[config.mk]
export PLATFORM = sky130hd
export DESIGN_NAME = ram_access_ctrl_flat
export DESIGN_NICKNAME = d
export VERILOG_FILES = /design/src/rtl/ram_access_ctrl_pkg.sv /design/src/rtl/ram_access_ctrl_if.sv /design/src/rtl/ram_access_ctrl_rd_tag_pipe.sv /design/src/rtl/ram_access_ctrl.sv /design/src/flat_wrapper.sv
export SDC_FILE = /design/constraint.sdc
export NUM_CORES = 1
export LEC_CHECK = 0
export CAP_MARGIN = 20
export CORE_MARGIN = 8
export CORE_UTILIZATION = 40
export DETAILED_ROUTE_END_ITERATION = 7
export PLACE_DENSITY = 0.77
export SYNTH_ARGS = -nofsm -noshare
export SYNTH_HDL_FRONTEND = slang
export SYNTH_SLANG_ARGS = --single-unit
[constraint.sdc]
create_clock -name clock -period 3.5 [get_ports clock]
set_input_delay 0.525 -clock clock [delete_from_list [all_inputs] [get_ports clock]]
set_output_delay 0.525 -clock clock [all_outputs]
set_load 0.01 [all_outputs]
[src/rtl/ram_access_ctrl_pkg.sv]
// Shared types and default widths for the RAM access controller.
package ram_ctrl_pkg;

   localparam int unsigned DEF_ADDR_W = 5;
   localparam int unsigned DEF_DATA_W = 8;

   typedef enum logic [1:0] {
      IDLE,
      WRITE,
      READ,
      DRAIN
   } state_e;

   // Tag travelling alongside each issued read address until its data returns.
   typedef struct packed {
      logic                  valid;
      logic [DEF_ADDR_W-1:0] addr;
      logic                  last;
   } rsp_tag_t;

endpackage

[src/rtl/ram_access_ctrl_if.sv]
// Request, response and RAM-port signals of the RAM access controller.
interface ram_access_ctrl_if #(
   parameter int unsigned ADDR_W = 5,
   parameter int unsigned DATA_W = 8
);
   logic              req_valid;
   logic              req_ready;
   logic              req_write;
   logic [ADDR_W-1:0] req_addr;
   logic [ADDR_W-1:0] req_len;
   logic [DATA_W-1:0] req_wdata;

   logic              rsp_valid;
   logic [ADDR_W-1:0] rsp_addr;
   logic [DATA_W-1:0] rsp_data;
   logic              rsp_last;

   logic [ADDR_W-1:0] ram_address;
   logic [DATA_W-1:0] ram_data;
   logic              ram_wren;
   logic [DATA_W-1:0] ram_q;

   // Controller view.
   modport slave (
      input  req_valid, req_write, req_addr, req_len, req_wdata, ram_q,
      output req_ready, rsp_valid, rsp_addr, rsp_data, rsp_last,
             ram_address, ram_data, ram_wren
   );

   // Requester / RAM view.
   modport master (
      output req_valid, req_write, req_addr, req_len, req_wdata, ram_q,
      input  req_ready, rsp_valid, rsp_addr, rsp_data, rsp_last,
             ram_address, ram_data, ram_wren
   );
endinterface

[src/rtl/ram_access_ctrl_rd_tag_pipe.sv]
// Delays read tags by the RAM read latency so they line up with ram_q.
module rd_tag_pipe
   import ram_ctrl_pkg::*;
#(
   parameter int unsigned RD_LAT = 1
) (
   input  logic     clock,
   input  logic     resetn,
   input  rsp_tag_t tag_i,
   output rsp_tag_t tag_o
);

   rsp_tag_t stage_q [RD_LAT];
   rsp_tag_t stage_d [RD_LAT];

   // Shift one stage per cycle.
   always_comb begin
      stage_d[0] = tag_i;
      for (int i = 1; i < int'(RD_LAT); i++) begin
         stage_d[i] = stage_q[i-1];
      end
   end

   // Reset drops every in-flight tag so an aborted burst produces no beats.
   always_ff @(posedge clock or negedge resetn) begin
      if (!resetn) begin
         for (int i = 0; i < int'(RD_LAT); i++) begin
            stage_q[i] <= '0;
         end
      end else begin
         stage_q <= stage_d;
      end
   end

   assign tag_o = stage_q[RD_LAT-1];

endmodule

[src/rtl/ram_access_ctrl.sv]
// Initiator for a single-port synchronous RAM: single-word writes and
// wrapping burst reads of 1..32 words, returned as a tagged response stream.
module ram_access_ctrl
   import ram_ctrl_pkg::*;
#(
   parameter int unsigned ADDR_W = DEF_ADDR_W,
   parameter int unsigned DATA_W = DEF_DATA_W,
   parameter int unsigned RD_LAT = 1
) (
   input logic               clock,
   input logic               resetn,
   ram_access_ctrl_if.slave  bus
);

   localparam logic [ADDR_W-1:0] AddrOne = ADDR_W'(1);
   localparam logic [ADDR_W:0]   CntOne  = (ADDR_W+1)'(1);

   state_e            state_q, state_d;
   logic              req_ready_q, req_ready_d;
   logic [ADDR_W-1:0] ram_address_q, ram_address_d;
   logic [DATA_W-1:0] ram_data_q, ram_data_d;
   logic              ram_wren_q, ram_wren_d;
   logic [ADDR_W:0]   iss_left_q, iss_left_d;   // addresses still to issue
   rsp_tag_t          iss_tag_q, iss_tag_d;
   logic              rsp_valid_q, rsp_valid_d;
   logic [ADDR_W-1:0] rsp_addr_q, rsp_addr_d;
   logic [DATA_W-1:0] rsp_data_q, rsp_data_d;
   logic              rsp_last_q, rsp_last_d;
   rsp_tag_t          tag_out;

   rd_tag_pipe #(
      .RD_LAT (RD_LAT)
   ) u_rd_tag_pipe (
      .clock  (clock),
      .resetn (resetn),
      .tag_i  (iss_tag_q),
      .tag_o  (tag_out)
   );

   // Next-state for the FSM, RAM port and response stage.
   always_comb begin
      state_d       = state_q;
      req_ready_d   = req_ready_q;
      ram_address_d = ram_address_q;
      ram_data_d    = ram_data_q;
      ram_wren_d    = 1'b0;
      iss_left_d    = iss_left_q;
      iss_tag_d     = '0;

      // Response register: data/addr hold when no beat is returned.
      rsp_valid_d = tag_out.valid;
      rsp_last_d  = tag_out.valid & tag_out.last;
      rsp_addr_d  = rsp_addr_q;
      rsp_data_d  = rsp_data_q;
      if (tag_out.valid) begin
         rsp_addr_d = tag_out.addr;
         rsp_data_d = bus.ram_q;
      end

      unique case (state_q)
         IDLE: begin
            req_ready_d = 1'b1;
            if (bus.req_valid && req_ready_q) begin
               req_ready_d   = 1'b0;
               ram_address_d = bus.req_addr;
               if (bus.req_write) begin
                  ram_data_d = bus.req_wdata;
                  ram_wren_d = 1'b1;
                  state_d    = WRITE;
               end else begin
                  // First address goes out now; req_len more remain.
                  iss_left_d      = {1'b0, bus.req_len};
                  iss_tag_d.valid = 1'b1;
                  iss_tag_d.addr  = bus.req_addr;
                  iss_tag_d.last  = (bus.req_len == '0);
                  state_d         = READ;
               end
            end
         end
         WRITE: begin
            state_d     = IDLE;
            req_ready_d = 1'b1;
         end
         READ: begin
            if (iss_left_q == '0) begin
               state_d = DRAIN;
            end else begin
               ram_address_d   = ram_address_q + AddrOne;
               iss_left_d      = iss_left_q - CntOne;
               iss_tag_d.valid = 1'b1;
               iss_tag_d.addr  = ram_address_q + AddrOne;
               iss_tag_d.last  = (iss_left_q == CntOne);
            end
         end
         DRAIN: begin
            if (rsp_valid_q && rsp_last_q) begin
               state_d     = IDLE;
               req_ready_d = 1'b1;
            end
         end
         default: state_d = IDLE;
      endcase
   end

   // State and registered outputs; reset clears everything including ready.
   always_ff @(posedge clock or negedge resetn) begin
      if (!resetn) begin
         state_q       <= IDLE;
         req_ready_q   <= 1'b0;
         ram_address_q <= '0;
         ram_data_q    <= '0;
         ram_wren_q    <= 1'b0;
         iss_left_q    <= '0;
         iss_tag_q     <= '0;
         rsp_valid_q   <= 1'b0;
         rsp_addr_q    <= '0;
         rsp_data_q    <= '0;
         rsp_last_q    <= 1'b0;
      end else begin
         state_q       <= state_d;
         req_ready_q   <= req_ready_d;
         ram_address_q <= ram_address_d;
         ram_data_q    <= ram_data_d;
         ram_wren_q    <= ram_wren_d;
         iss_left_q    <= iss_left_d;
         iss_tag_q     <= iss_tag_d;
         rsp_valid_q   <= rsp_valid_d;
         rsp_addr_q    <= rsp_addr_d;
         rsp_data_q    <= rsp_data_d;
         rsp_last_q    <= rsp_last_d;
      end
   end

   assign bus.req_ready   = req_ready_q;
   assign bus.ram_address = ram_address_q;
   assign bus.ram_data    = ram_data_q;
   assign bus.ram_wren    = ram_wren_q;
   assign bus.rsp_valid   = rsp_valid_q;
   assign bus.rsp_addr    = rsp_addr_q;
   assign bus.rsp_data    = rsp_data_q;
   assign bus.rsp_last    = rsp_last_q;

endmodule

[src/flat_wrapper.sv]
// flat-port wrapper written by rule: the top's interface ports become plain ports
module ram_access_ctrl_flat import ram_ctrl_pkg::*;
#(
   parameter int unsigned ADDR_W = DEF_ADDR_W,
   parameter int unsigned DATA_W = DEF_DATA_W,
   parameter int unsigned RD_LAT = 1
)
  (clock, resetn, bus_req_valid, bus_req_write, bus_req_addr, bus_req_len, bus_req_wdata, bus_ram_q, bus_req_ready, bus_rsp_valid, bus_rsp_addr, bus_rsp_data, bus_rsp_last, bus_ram_address, bus_ram_data, bus_ram_wren);
  ram_access_ctrl_if #(.ADDR_W(ADDR_W), .DATA_W(DATA_W)) bus_i ();
  input logic clock;
  input logic resetn;
  input wire logic [$bits(bus_i.req_valid)-1:0] bus_req_valid;
  input wire logic [$bits(bus_i.req_write)-1:0] bus_req_write;
  input wire logic [$bits(bus_i.req_addr)-1:0] bus_req_addr;
  input wire logic [$bits(bus_i.req_len)-1:0] bus_req_len;
  input wire logic [$bits(bus_i.req_wdata)-1:0] bus_req_wdata;
  input wire logic [$bits(bus_i.ram_q)-1:0] bus_ram_q;
  output wire logic [$bits(bus_i.req_ready)-1:0] bus_req_ready;
  output wire logic [$bits(bus_i.rsp_valid)-1:0] bus_rsp_valid;
  output wire logic [$bits(bus_i.rsp_addr)-1:0] bus_rsp_addr;
  output wire logic [$bits(bus_i.rsp_data)-1:0] bus_rsp_data;
  output wire logic [$bits(bus_i.rsp_last)-1:0] bus_rsp_last;
  output wire logic [$bits(bus_i.ram_address)-1:0] bus_ram_address;
  output wire logic [$bits(bus_i.ram_data)-1:0] bus_ram_data;
  output wire logic [$bits(bus_i.ram_wren)-1:0] bus_ram_wren;
  assign bus_i.req_valid = bus_req_valid;
  assign bus_i.req_write = bus_req_write;
  assign bus_i.req_addr = bus_req_addr;
  assign bus_i.req_len = bus_req_len;
  assign bus_i.req_wdata = bus_req_wdata;
  assign bus_i.ram_q = bus_ram_q;
  assign bus_req_ready = bus_i.req_ready;
  assign bus_rsp_valid = bus_i.rsp_valid;
  assign bus_rsp_addr = bus_i.rsp_addr;
  assign bus_rsp_data = bus_i.rsp_data;
  assign bus_rsp_last = bus_i.rsp_last;
  assign bus_ram_address = bus_i.ram_address;
  assign bus_ram_data = bus_i.ram_data;
  assign bus_ram_wren = bus_i.ram_wren;
  ram_access_ctrl #(.ADDR_W(ADDR_W), .DATA_W(DATA_W), .RD_LAT(RD_LAT)) u_core (.clock(clock), .resetn(resetn), .bus(bus_i));
endmodule
; Yosys cells after proc, flatten, opt, wreduce, memory -nomap -nowiden
; Index checks and enable logic that the tools add are counted.
[op_classes]
mux = 22
bitwise = 1
addsub = 2
reduce_logical = 12
eq_ne = 9
[op_table]
columns = op, count
row1 = 7-bit two-way mux, 3
row2 = 6-bit two-way mux, 3
row3 = 7-bit one-hot mux with 2 select lines, 1
row4 = 6-bit one-hot mux with 2 select lines, 1
row5 = 5-bit two-way mux, 2
row6 = 5-bit one-hot mux with 2 select lines, 1
row7 = 3-bit AND reduction, 3
row8 = 2-bit two-way mux, 4
row9 = 2-bit one-hot mux with 4 select lines, 1
row10 = 6-bit by 1-bit == test with 1-bit output (second input constant), 1
row11 = 6-bit logical NOT, 1
row12 = 2-bit by 1-bit != test with 1-bit output (second input constant), 3
row13 = 6-bit by 1-bit subtractor with 6-bit output (second input constant), 1
row14 = 5-bit by 1-bit adder with 5-bit output (second input constant), 1
row15 = 5-bit logical NOT, 1
row16 = 1-bit two-way mux, 5
row17 = 2-bit == test (second input constant), 2
row18 = 2-bit != test (second input constant), 2
row19 = 4-bit AND reduction, 1
row20 = 1-bit one-hot mux with 3 select lines, 1
row21 = 3-bit nonzero test, 1
row22 = 2-bit by 1-bit == test with 1-bit output (second input constant), 1
row23 = 1-bit logical AND, 2
row24 = 2-bit logical NOT, 1
row25 = 3 further kinds, 3
[word_totals]
elab_cells = 62
output_inout_bits = 30
reg_bits = 52

; Depth between registers and ports, before layout
[depth]
depth_word = 4
ltp_mapped = 7

; By module
; Synthesis repeated with hierarchy kept, for this count alone.
[hier_totals]
hier_cells = 168
area_unflattened_um2 = 2142.1
[modules_own_cells]
columns = module, n_inst, cells_each, area_per_inst_um2, seq_area_each_um2
row1 = ram_access_ctrl, 1, 161, 1966.9, 1126.1
row2 = rd_tag_pipe, 1, 7, 175.2, 175.2

; Worst setup path after synthesis
; OpenSTA, ideal clock, no wires.
[synth_path]
path_kind = reg-to-reg
startpoint = reg u_core.iss_left_q[0]
endpoint = reg u_core.ram_address_q[0], in the netlist u_core.bus.ram_address[0]
path_slack_ns = 1.872
period_less_slack_ns = 1.628
path_stages_with_launch = 7
required_time_ns = 3.371
n_path_buf = 0
t_arrival_ns = 1.499
cell_sequence = dfrtp_1 -> inv_1 -> ha_1 -> nor3b_4 -> a311oi_2 -> a21boi_1 -> mux2i_1
[synth_between]
elab_chain_len = 3
[synth_lines]
columns = item, line
row1 = start: declaration, ram_access_ctrl.sv:23  ; logic [ADDR_W:0] iss_left_q, iss_left_d;
row2 = start signal: assignment, ram_access_ctrl.sv:125  ; iss_left_q <= iss_left_d;
row3 = 6-bit logical NOT, ram_access_ctrl.sv:85  ; if (iss_left_q == '0) begin
row4 = 2-bit != test (no line), --
row5 = 3-bit AND reduction (no line), --
row6 = end signal: assignment, ram_access_ctrl.sv:122  ; ram_address_q <= ram_address_d;
row7 = end: declaration, ram_access_ctrl.sv:20  ; logic [ADDR_W-1:0] ram_address_q, ram_address_d;
; Every way passes these cells.
; A chain may end at the register's enable or synchronous reset.

; Worst setup path in the final report
[layout_path]
startpoint = reg u_core.state_q[1]
endpoint = reg u_core.iss_left_q[5]
[layout_between]
elab_chain_len = 3
elab_cells_between_ends = 8
classes_between = eq/ne (4) / mux (1) / reduce/logical (3)
[layout_lines]
columns = item, line
row1 = start: declaration, ram_access_ctrl.sv:18  ; state_e state_q, state_d;
row2 = start signal: assignment, ram_access_ctrl.sv:120  ; state_q <= state_d;
row3 = 2-bit == test or 2-bit logical NOT (tied branches), ram_access_ctrl.sv:60  ; unique case (state_q)
row4 = 2-bit != test (no line) (tied with other cells), --
row5 = 4-bit AND reduction (no line), --
; Several ways; a longest one is shown, not always the timed one.

==> metrics.txt <==
status=completed; leakage=between 0.001 and 0.0015 µW; Max clock buf depth=2; antenna cells=0; first-pass GRT wire length=about 8200 µm; Yosys warnings=0; worst path cell trace=nand2b_1, a21oi_2, o22ai_1, a32o_1; worst-path fanout max=15; Ports=60; row cnt=27; vias in the first global route=~1700; post-synthesis sequential area ratio=between 50% and 60%; Critical Path Sink Type=flop; total core area=0.005439 mm²; DRT iter0 DRCs=66; EDFF count, synth=0; min Tclk post-route=approximately 1.9 ns; Setup Viol. Count Final=0; Synth Instances=180; drt total wl=between 4000 and 5000 µm; Post-CTS Setup Inserts=0; leading area contributor after synthesis=dfrtp_1; post_cts resized=0; hold_ws=about 0.31 ns; total CTS buffers=5; CTS root buffer=clkbuf_8; synth cell count leaders=52 x dfrtp_1, 18 x nand2_1, 14 x mux2_2; CP startpoint kind=flop; slowest CP cell=dfrtp_1; CP Buf/Inv Count=0; detailed placer's ending HPWL=around 3500 µm; largest net degree at the start of global routing=39; chip width=approximately 90 µm; placed cells=slightly above 300; Req. time, crit path=3.70 ns; Area growth, synth to finish=34.99%; TritonCTS clock tree=yes; initial antenna violation count=0; worst skew pair latency=~0.3 ns; H-tree Lvls=2; Seq cells post-synth=52; Synth Cell Area=0.002217 mm²; Critical Path Max Stage Delay=0.70 ns; Mapped Avg Cell Area=~12 µm²; Initial Util=around two fifths; fin crit share=55.08%; total of max-cap violations=0; Max Fclk=518.7 MHz; Rel. slew slack=roughly 45%; CP top delay family=compound AO/OA/AOI/OAI gates; clock transition at the registers of the reported paths=0.09 ns; DR pass1 iterations=4; hold-fix buffer count after cts=0; worst-margin pin slew=around 0.82 ns; ratio of cells with drive above 1 in the final layout=between 10 and 15%; Setup Crit Path Kind=flop to flop; clk_skew=between 0.007 and 0.008 ns; placer congestion estimate=~0.9; Layout Nets=275; final hold vios=0; Distinct cells, synth=between 40 and 50; syn nets=213; VDD IR max=0.0003660 V; reg-to-reg setup timing slack=approximately 1.6 ns; WP data arrival=~2.1 ns; all-layer global routing usage=12.07%; setup TNS=0 ns; Max Slew Vio Count=0; chip height=slightly above 90 µm; Tightest Hold Check Type=primary input to asynchronous set/reset pin; Routed wire per std cell=roughly 15 µm; post-route ant nets=0; top post-synthesis cells by area=dfrtp_1 59%, mux2_2 7.1%, mux2_1 4.1%; gr ovfl total=0; Primary FF master, synth=dfrtp_1; post-synth top area share=58.69%; most frequent cell after synthesis=dfrtp_1; DR DRC count=0; Async S/R FF share, synth=between 90% and 100%; fin cells=315; vias=approximately 1600; vias per cell=between 5 and 6; Cell Pwr Density=roughly 770 mW/mm²; Buffers on Ports=59; Die Footprint=around 0.0082 mm²; Tot Pwr=~2300 µW; RSZ-0062 raised after global routing=no; clk sink count=52
==> path summary, 6_finish.rpt <==
kind,from,endpoint,cells after the start
max,u_core.state_q[1],u_core.iss_left_q[5],4
min,resetn,u_core.iss_left_q[2],1
max reg2reg,u_core.state_q[1],u_core.iss_left_q[5],4
min reg2reg,u_core.iss_tag_q[4],u_core.u_rd_tag_pipe.tag_o[4],0
max in group asynchronous,resetn,u_core.iss_tag_q[3],2
min in group clock,u_core.iss_tag_q[4],u_core.u_rd_tag_pipe.tag_o[4],0
==> registers in the layout, summed over array words and instances (netlist names) <==
name and cells:
u_core.u_rd_tag_pipe.tag_o 7, u_core.iss_left_q 6, u_core.bus.ram_data 8, u_core.bus.ram_address 5, u_core.state_q 2, u_core.bus.rsp_addr 5
u_core.bus.ram_wren 1, u_core.bus.rsp_valid 1, u_core.bus.rsp_last 1, u_core.iss_tag_q 7, u_core.bus.req_ready 1, u_core.bus.rsp_data 8
==> kinds of logic (layout without fill, tap and decap cells) <==
logic type	after synthesis	in the layout	synth area share [%]
XOR/XNOR	3	3	1.185
AND/OR/NAND/NOR	51	51	12.75
buffers and inverters	11	74	2.708
flip-flops	52	52	58.69
multiplexers	23	23	11.63
AO/OA/AOI/OAI	37	37	11.34
adder cells (fa/ha/maj)	3	3	1.693
==> report_power, final <==
part / internal, µW / switching, µW
logic: 480 / 393
registers: 810 / 177
clock network: 252 / 190
==> layer usage <==
metal  track usage (%)  vias to the layer above  share of wire [%]
li1                  -                      772                  -
met1             13.93                      779                 45
met2             20.12                       53                 47
met3             4.655                        5                7.5
met4             3.745                        0                1.1
met5                 0                        -                  0
==> per-stage QoR <==
stage                     setup slack (ns)  util [%]  cell area (µm²)
after detailed placement             1.367     52.70             2867
after global placement               1.401     52.70             2867
after floorplan                      1.872         -             2217
final                                1.572     55.03             2993
after global routing                 1.401     55.03             2993
after CTS                            1.590     55.03             2993
==> cell type report <==
class | instances | area [µm²]
clock buffer | 7 | 96.34
clock inverter | 1 | 30.03
fill | 454 | 2446
inverter | 5 | 18.77
multi-input combinational | 117 | 855.8
sequential | 52 | 1301
tap | 72 | 90.09
timing repair buffer | 61 | 600.6
==> cell usage in the layout, fill, tap and decap left out, types with 3 or more instances in the layout <==
master and instances:
nor2_1 8, nor3_1 4, o21ai_0 3, nand2_1 18
a21oi_1 7, nand3_1 5, ha_1 3, clkdlybuf4s50_1 58
clkbuf_8 7, mux2_2 14, dfrtp_1 52, o21ai_1 7
inv_1 4, mux2_1 8, o22ai_1 4
Power figures use the tool's default switching activity.
==> variant 1, RTL diff (config.mk and constraints unchanged) <==
Encoding of `state_e`: now one-hot (4 bits for 4 states).
--- a/src/rtl/ram_access_ctrl_pkg.sv
+++ b/src/rtl/ram_access_ctrl_pkg.sv
@@ -6,7 +6,7 @@
 
-   typedef enum logic [1:0] {
-      IDLE,
-      WRITE,
-      READ,
-      DRAIN
+   typedef enum logic [3:0] {
+      IDLE  = 4'b0001,
+      WRITE = 4'b0010,
+      READ  = 4'b0100,
+      DRAIN = 4'b1000
    } state_e;
Formal check against the unedited RTL: same outputs for any inputs over 10 cycles, from zero or initial values and one cycle with resetn low; not proved beyond that.
==> variant 1 against the original RTL <==
- largest power group unchanged
- power rose by 5.5%
- wire length rose by 5.8%
- die area increased by 6.0%
- design area grew 3.9%
- register-to-register slack got worse by 0.09 ns
- critical path type is now in -> reg
- first-iteration DRC count shrank 18%
- sequential cell count increased by 2
- worst setup slack lost 0.14 ns
- sequential share of layout area barely moved
- synthesized area increased by 7.3%
==> variant 1: results (changes against the original RTL) <==
<table>
<tr><th>Metric</th><th>Value</th></tr>
<tr><th colspan="2">Run status</th></tr>
<tr><td>Outcome</td><td>finished, final reports clean (unchanged)</td></tr>
<tr><th colspan="2">Global route</th></tr>
<tr><td>Global-route wire length before repair</td><td>8450 um (was 8180 um)</td></tr>
<tr><td>Largest net degree at the start of global routing</td><td>34 (was 39)</td></tr>
<tr><td>Global router's overall resource usage</td><td>12.2% (was 12.1%)</td></tr>
<tr><th colspan="2">Worst setup path</th></tr>
<tr><td>Dominant delay contributor by cell family on the critical path</td><td>simple AND/OR/NAND/NOR gates (was compound AO/OA/AOI/OAI gates)</td></tr>
<tr><td>Cell at the slowest stage of the critical path</td><td>sky130_fd_sc_hd__nor4_2 (was sky130_fd_sc_hd__dfrtp_1)</td></tr>
<tr><td>Maximum fanout encountered on the critical timing path</td><td>8 (was 15)</td></tr>
<tr><th colspan="2">Synthesis</th></tr>
<tr><td>Post-Syn Nets</td><td>221 (was 213)</td></tr>
<tr><td>Leading post-synthesis cells by cell area</td><td>sky130_fd_sc_hd__dfrtp_1, sky130_fd_sc_hd__mux2_2, sky130_fd_sc_hd__a21oi_1, sky130_fd_sc_hd__o21ai_0, sky130_fd_sc_hd__nand2_1 (was sky130_fd_sc_hd__dfrtp_1, sky130_fd_sc_hd__mux2_2, sky130_fd_sc_hd__mux2_1, sky130_fd_sc_hd__nand2_1, sky130_fd_sc_hd__ha_1)</td></tr>
<tr><td>Sequential-to-total area share from yosys stat</td><td>56.8% (was 58.7%)</td></tr>
<tr><td>Number of distinct library cells after synthesis</td><td>48 (was 47)</td></tr>
<tr><th colspan="2">Pwr</th></tr>
<tr><td>Sw frac</td><td>33.9% (was 33.0%)</td></tr>
<tr><td>Worst ir drop on vdd</td><td>0.000323 V (was 0.000366 V)</td></tr>
<tr><td>Leakage power</td><td>1.31 nW (about the same)</td></tr>
<tr><th colspan="2">Placed design</th></tr>
<tr><td>HPWL reported at the end of detailed placement</td><td>3720 um (was 3500 um)</td></tr>
<tr><td>Pre-CTS setup slack</td><td>1.09 ns (was 1.37 ns)</td></tr>
<tr><td>Gp weighted congestion</td><td>0.792 (was 0.901)</td></tr>
<tr><th colspan="2">Finish</th></tr>
<tr><td>Number of filler instances in the final layout</td><td>469 (was 454)</td></tr>
<tr><td>Number of nets in the layout</td><td>282 (was 275)</td></tr>
<tr><th colspan="2">Timing</th></tr>
<tr><td>Max_slew headroom</td><td>45.7% (was 45.1%)</td></tr>
</table>
[variant 1: layer usage]
metal	part of all wire [%]	track usage, %
met1	45	15.3
met2	44	18.3
met3	9.9	5.13
met4	1.3	4.56
met5	0	0
[variant 1: layout make-up]
cell class	count	share of cell area (%)
clock inverters	2	0.443
flip-flops and latches	54	43.5
well taps	75	3.02
inverters	7	0.845
clock buffers	6	2.33
repair buffers	61	19.3
multi-input cells	120	30.5
[variant 1: per-stage QoR]
step                      cells  total power [mW]  area, um^2
after global placement      317              2.09        3020
after floorplan             188              1.63        2380
after detailed placement    317              2.13        3020
final                       325              2.43        3110
after CTS                   325              2.46        3110
after global routing        325              2.60        3110
[variant 1: power by group through the flow]
stage / clock network (mW) / registers [mW] / logic [mW]
final: 0.330 / 1.09 / 1.01
after global routing: 0.373 / 1.13 / 1.10
after CTS: 0.347 / 1.09 / 1.03
after detailed placement: 0 / 1.10 / 1.02
after global placement: 0 / 1.09 / 1.00
after floorplan: 0 / 1.11 / 0.527
[variant 1: cells by family (layout without fill, tap and decap cells)]
logic type                 count (synthesis)  in the layout  share of synthesized area [%]
AOI/OAI and AO/OA                         42             42                           12.1
and+or+nand+nor                           47             47                           12.9
xor gates and xnor gates                   3              3                           1.10
adders and majority gates                  3              3                           1.58
muxes                                     25             25                           12.3
buffers and inverters                     14             76                           3.26
DFF                                       54             54                           56.8
[variant 1: path summary, 6_finish.rpt]
path / from / endpoint / slack [ns] / depth (start not counted)
worst max-delay path: bus_req_valid / u_core.iss_left_q[4] / 1.43 / 5
worst min-delay path: resetn / u_core.bus.rsp_addr[4] / 0.27 / 1
worst max register to register: u_core.state_q[0] / u_core.iss_left_q[4] / 1.48 / 4
worst min register to register: u_core.iss_tag_q[1] / u_core.u_rd_tag_pipe.tag_o[1] / 0.36 / 0
max in group asynchronous: resetn / u_core.state_q[0] / 2.43 / 2
min in group clock: u_core.iss_tag_q[1] / u_core.u_rd_tag_pipe.tag_o[1] / 0.36 / 0
==> variant 2, RTL diff (same flow settings) <==
Made on the original files. Set the package constant `DEF_DATA_W` to 6 (it was 8).
--- a/src/rtl/ram_access_ctrl_pkg.sv
+++ b/src/rtl/ram_access_ctrl_pkg.sv
@@ -4,3 +4,3 @@
    localparam int unsigned DEF_ADDR_W = 5;
-   localparam int unsigned DEF_DATA_W = 8;
+   localparam int unsigned DEF_DATA_W = 6;
 
Interface: changed (resized bus_ram_data, bus_ram_q, bus_req_wdata and bus_rsp_data); port bits go from 60 to 52. No check against the original RTL was run, so the function may have changed too.
==> variant 2 against the original RTL <==
- worst hold slack got worse by 0.25 ns
- sequential share of layout area increased by 0.58 points
- combinational power decreased by 6.2%
- global-route usage decreased by 0.23 points
- maximum frequency decreased by 1.1%
- wire length decreased by 12%
- design area decreased by 8.9%
- synthesized area decreased by 7.4%
- worst setup slack got worse by 0.022 ns
- sequential cell count decreased by 4
- power decreased by 10%
- critical path depth unchanged
- critical endpoint is now u_core.iss_left_q[3]
- highest routed layer unchanged
==> variant 2: results (changes against the original RTL) <==
<table>
<tr><th>Metric</th><th>Value</th></tr>
<tr><th colspan="2">Run status</th></tr>
<tr><td>Outcome</td><td>finished, final reports clean (unchanged)</td></tr>
<tr><th colspan="2">Placed design</th></tr>
<tr><td>Pre-CTS setup slack</td><td>1.33 ns (was 1.37 ns)</td></tr>
<tr><td>Gp weighted congestion</td><td>0.828 (was 0.901)</td></tr>
<tr><td>HPWL reported at the end of detailed placement</td><td>3120 um (was 3500 um)</td></tr>
<tr><th colspan="2">Synthesis</th></tr>
<tr><td>Fraction of synthesized area in multiplexers</td><td>10.4% (was 11.6%)</td></tr>
<tr><td>Synth Area in Compound Gates</td><td>12.5% (was 11.3%)</td></tr>
<tr><td>Xor/xnor cell area share of the yosys netlist</td><td>1.28% (was 1.19%)</td></tr>
<tr><td>Commonest cells in the synthesized netlist</td><td>sky130_fd_sc_hd__dfrtp_1, sky130_fd_sc_hd__nand2_1, sky130_fd_sc_hd__mux2_2 (unchanged)</td></tr>
<tr><td>Sequential-to-total area share from yosys stat</td><td>58.5% (was 58.7%)</td></tr>
<tr><td>Post-Syn Nets</td><td>203 (was 213)</td></tr>
<tr><th colspan="2">Pwr</th></tr>
<tr><td>Internal portion of total power</td><td>1.37 mW (was 1.54 mW)</td></tr>
<tr><td>Power attributed to sequential cells</td><td>0.916 mW (was 0.987 mW)</td></tr>
<tr><td>Worst ir drop on vdd</td><td>0.000354 V (was 0.000366 V)</td></tr>
<tr><td>Leakage power</td><td>1.17 nW (was 1.31 nW)</td></tr>
<tr><th colspan="2">Global route</th></tr>
<tr><td>Global Route met2 Usage</td><td>19.4% (was 20.1%)</td></tr>
<tr><td>Largest net degree at the start of global routing</td><td>49 (was 39)</td></tr>
<tr><td>Global router's overall resource usage</td><td>11.8% (was 12.1%)</td></tr>
<tr><td>Met3 Track Usage GR</td><td>4.22% (was 4.66%)</td></tr>
<tr><th colspan="2">Detailed routing</th></tr>
<tr><td>Post-DR wirelength/cell</td><td>14.2 um (was 15.1 um)</td></tr>
<tr><td>Via-to-Cell Ratio</td><td>5.09 (was 5.11)</td></tr>
<tr><td>M1 wire length</td><td>1690 um (was 2120 um)</td></tr>
<tr><td>Met3 routed wirelength</td><td>348 um (was 355 um)</td></tr>
<tr><th colspan="2">Worst setup path</th></tr>
<tr><td>Dominant delay contributor by cell family on the critical path</td><td>flip-flops (was compound AO/OA/AOI/OAI gates)</td></tr>
<tr><td>Maximum fanout encountered on the critical timing path</td><td>16 (was 15)</td></tr>
<tr><td>End of the critical path</td><td>u_core.iss_left_q[3] (was u_core.iss_left_q[5])</td></tr>
<tr><td>Largest stage delay on the critical path</td><td>0.64 ns (was 0.70 ns)</td></tr>
<tr><th colspan="2">Finish</th></tr>
<tr><td>Share of layout cells above drive strength 1</td><td>15.9% (was 14.8%)</td></tr>
<tr><th colspan="2">Timing</th></tr>
<tr><td>Clock skew after layout</td><td>0.00776 ns (was 0.00745 ns)</td></tr>
</table>
==> variant 2: metrics by stage <==
stage          std cells  util (%)
2_1_floorplan        174         -
3_3_place_gp         288      51.7
3_5_place_dp         288      51.7
4_1_cts              296      53.7
5_1_grt              297      54.1
6_report             297      54.1
==> variant 2: logic make-up after synthesis <==
| kind of cell | after synthesis |
|---|---|
| multiplexers | 19 |
| XOR/XNOR | 3 |
| flip-flops | 48 |
| adder cells (fa/ha/maj) | 3 |
| AND/OR/NAND/NOR | 52 |
| buffers and inverters | 12 |
| AO/OA/AOI/OAI | 37 |
==> variant 2: cell type report <==
type / count / area, um^2
flip-flops and latches: 48 / 1200
inverters: 4 / 15.0
clock buffers: 6 / 82.6
fillers: 444 / 2320
clock inverters: 2 / 15.0
repair buffers: 53 / 533
multi-input cells: 114 / 792
well taps: 70 / 87.6
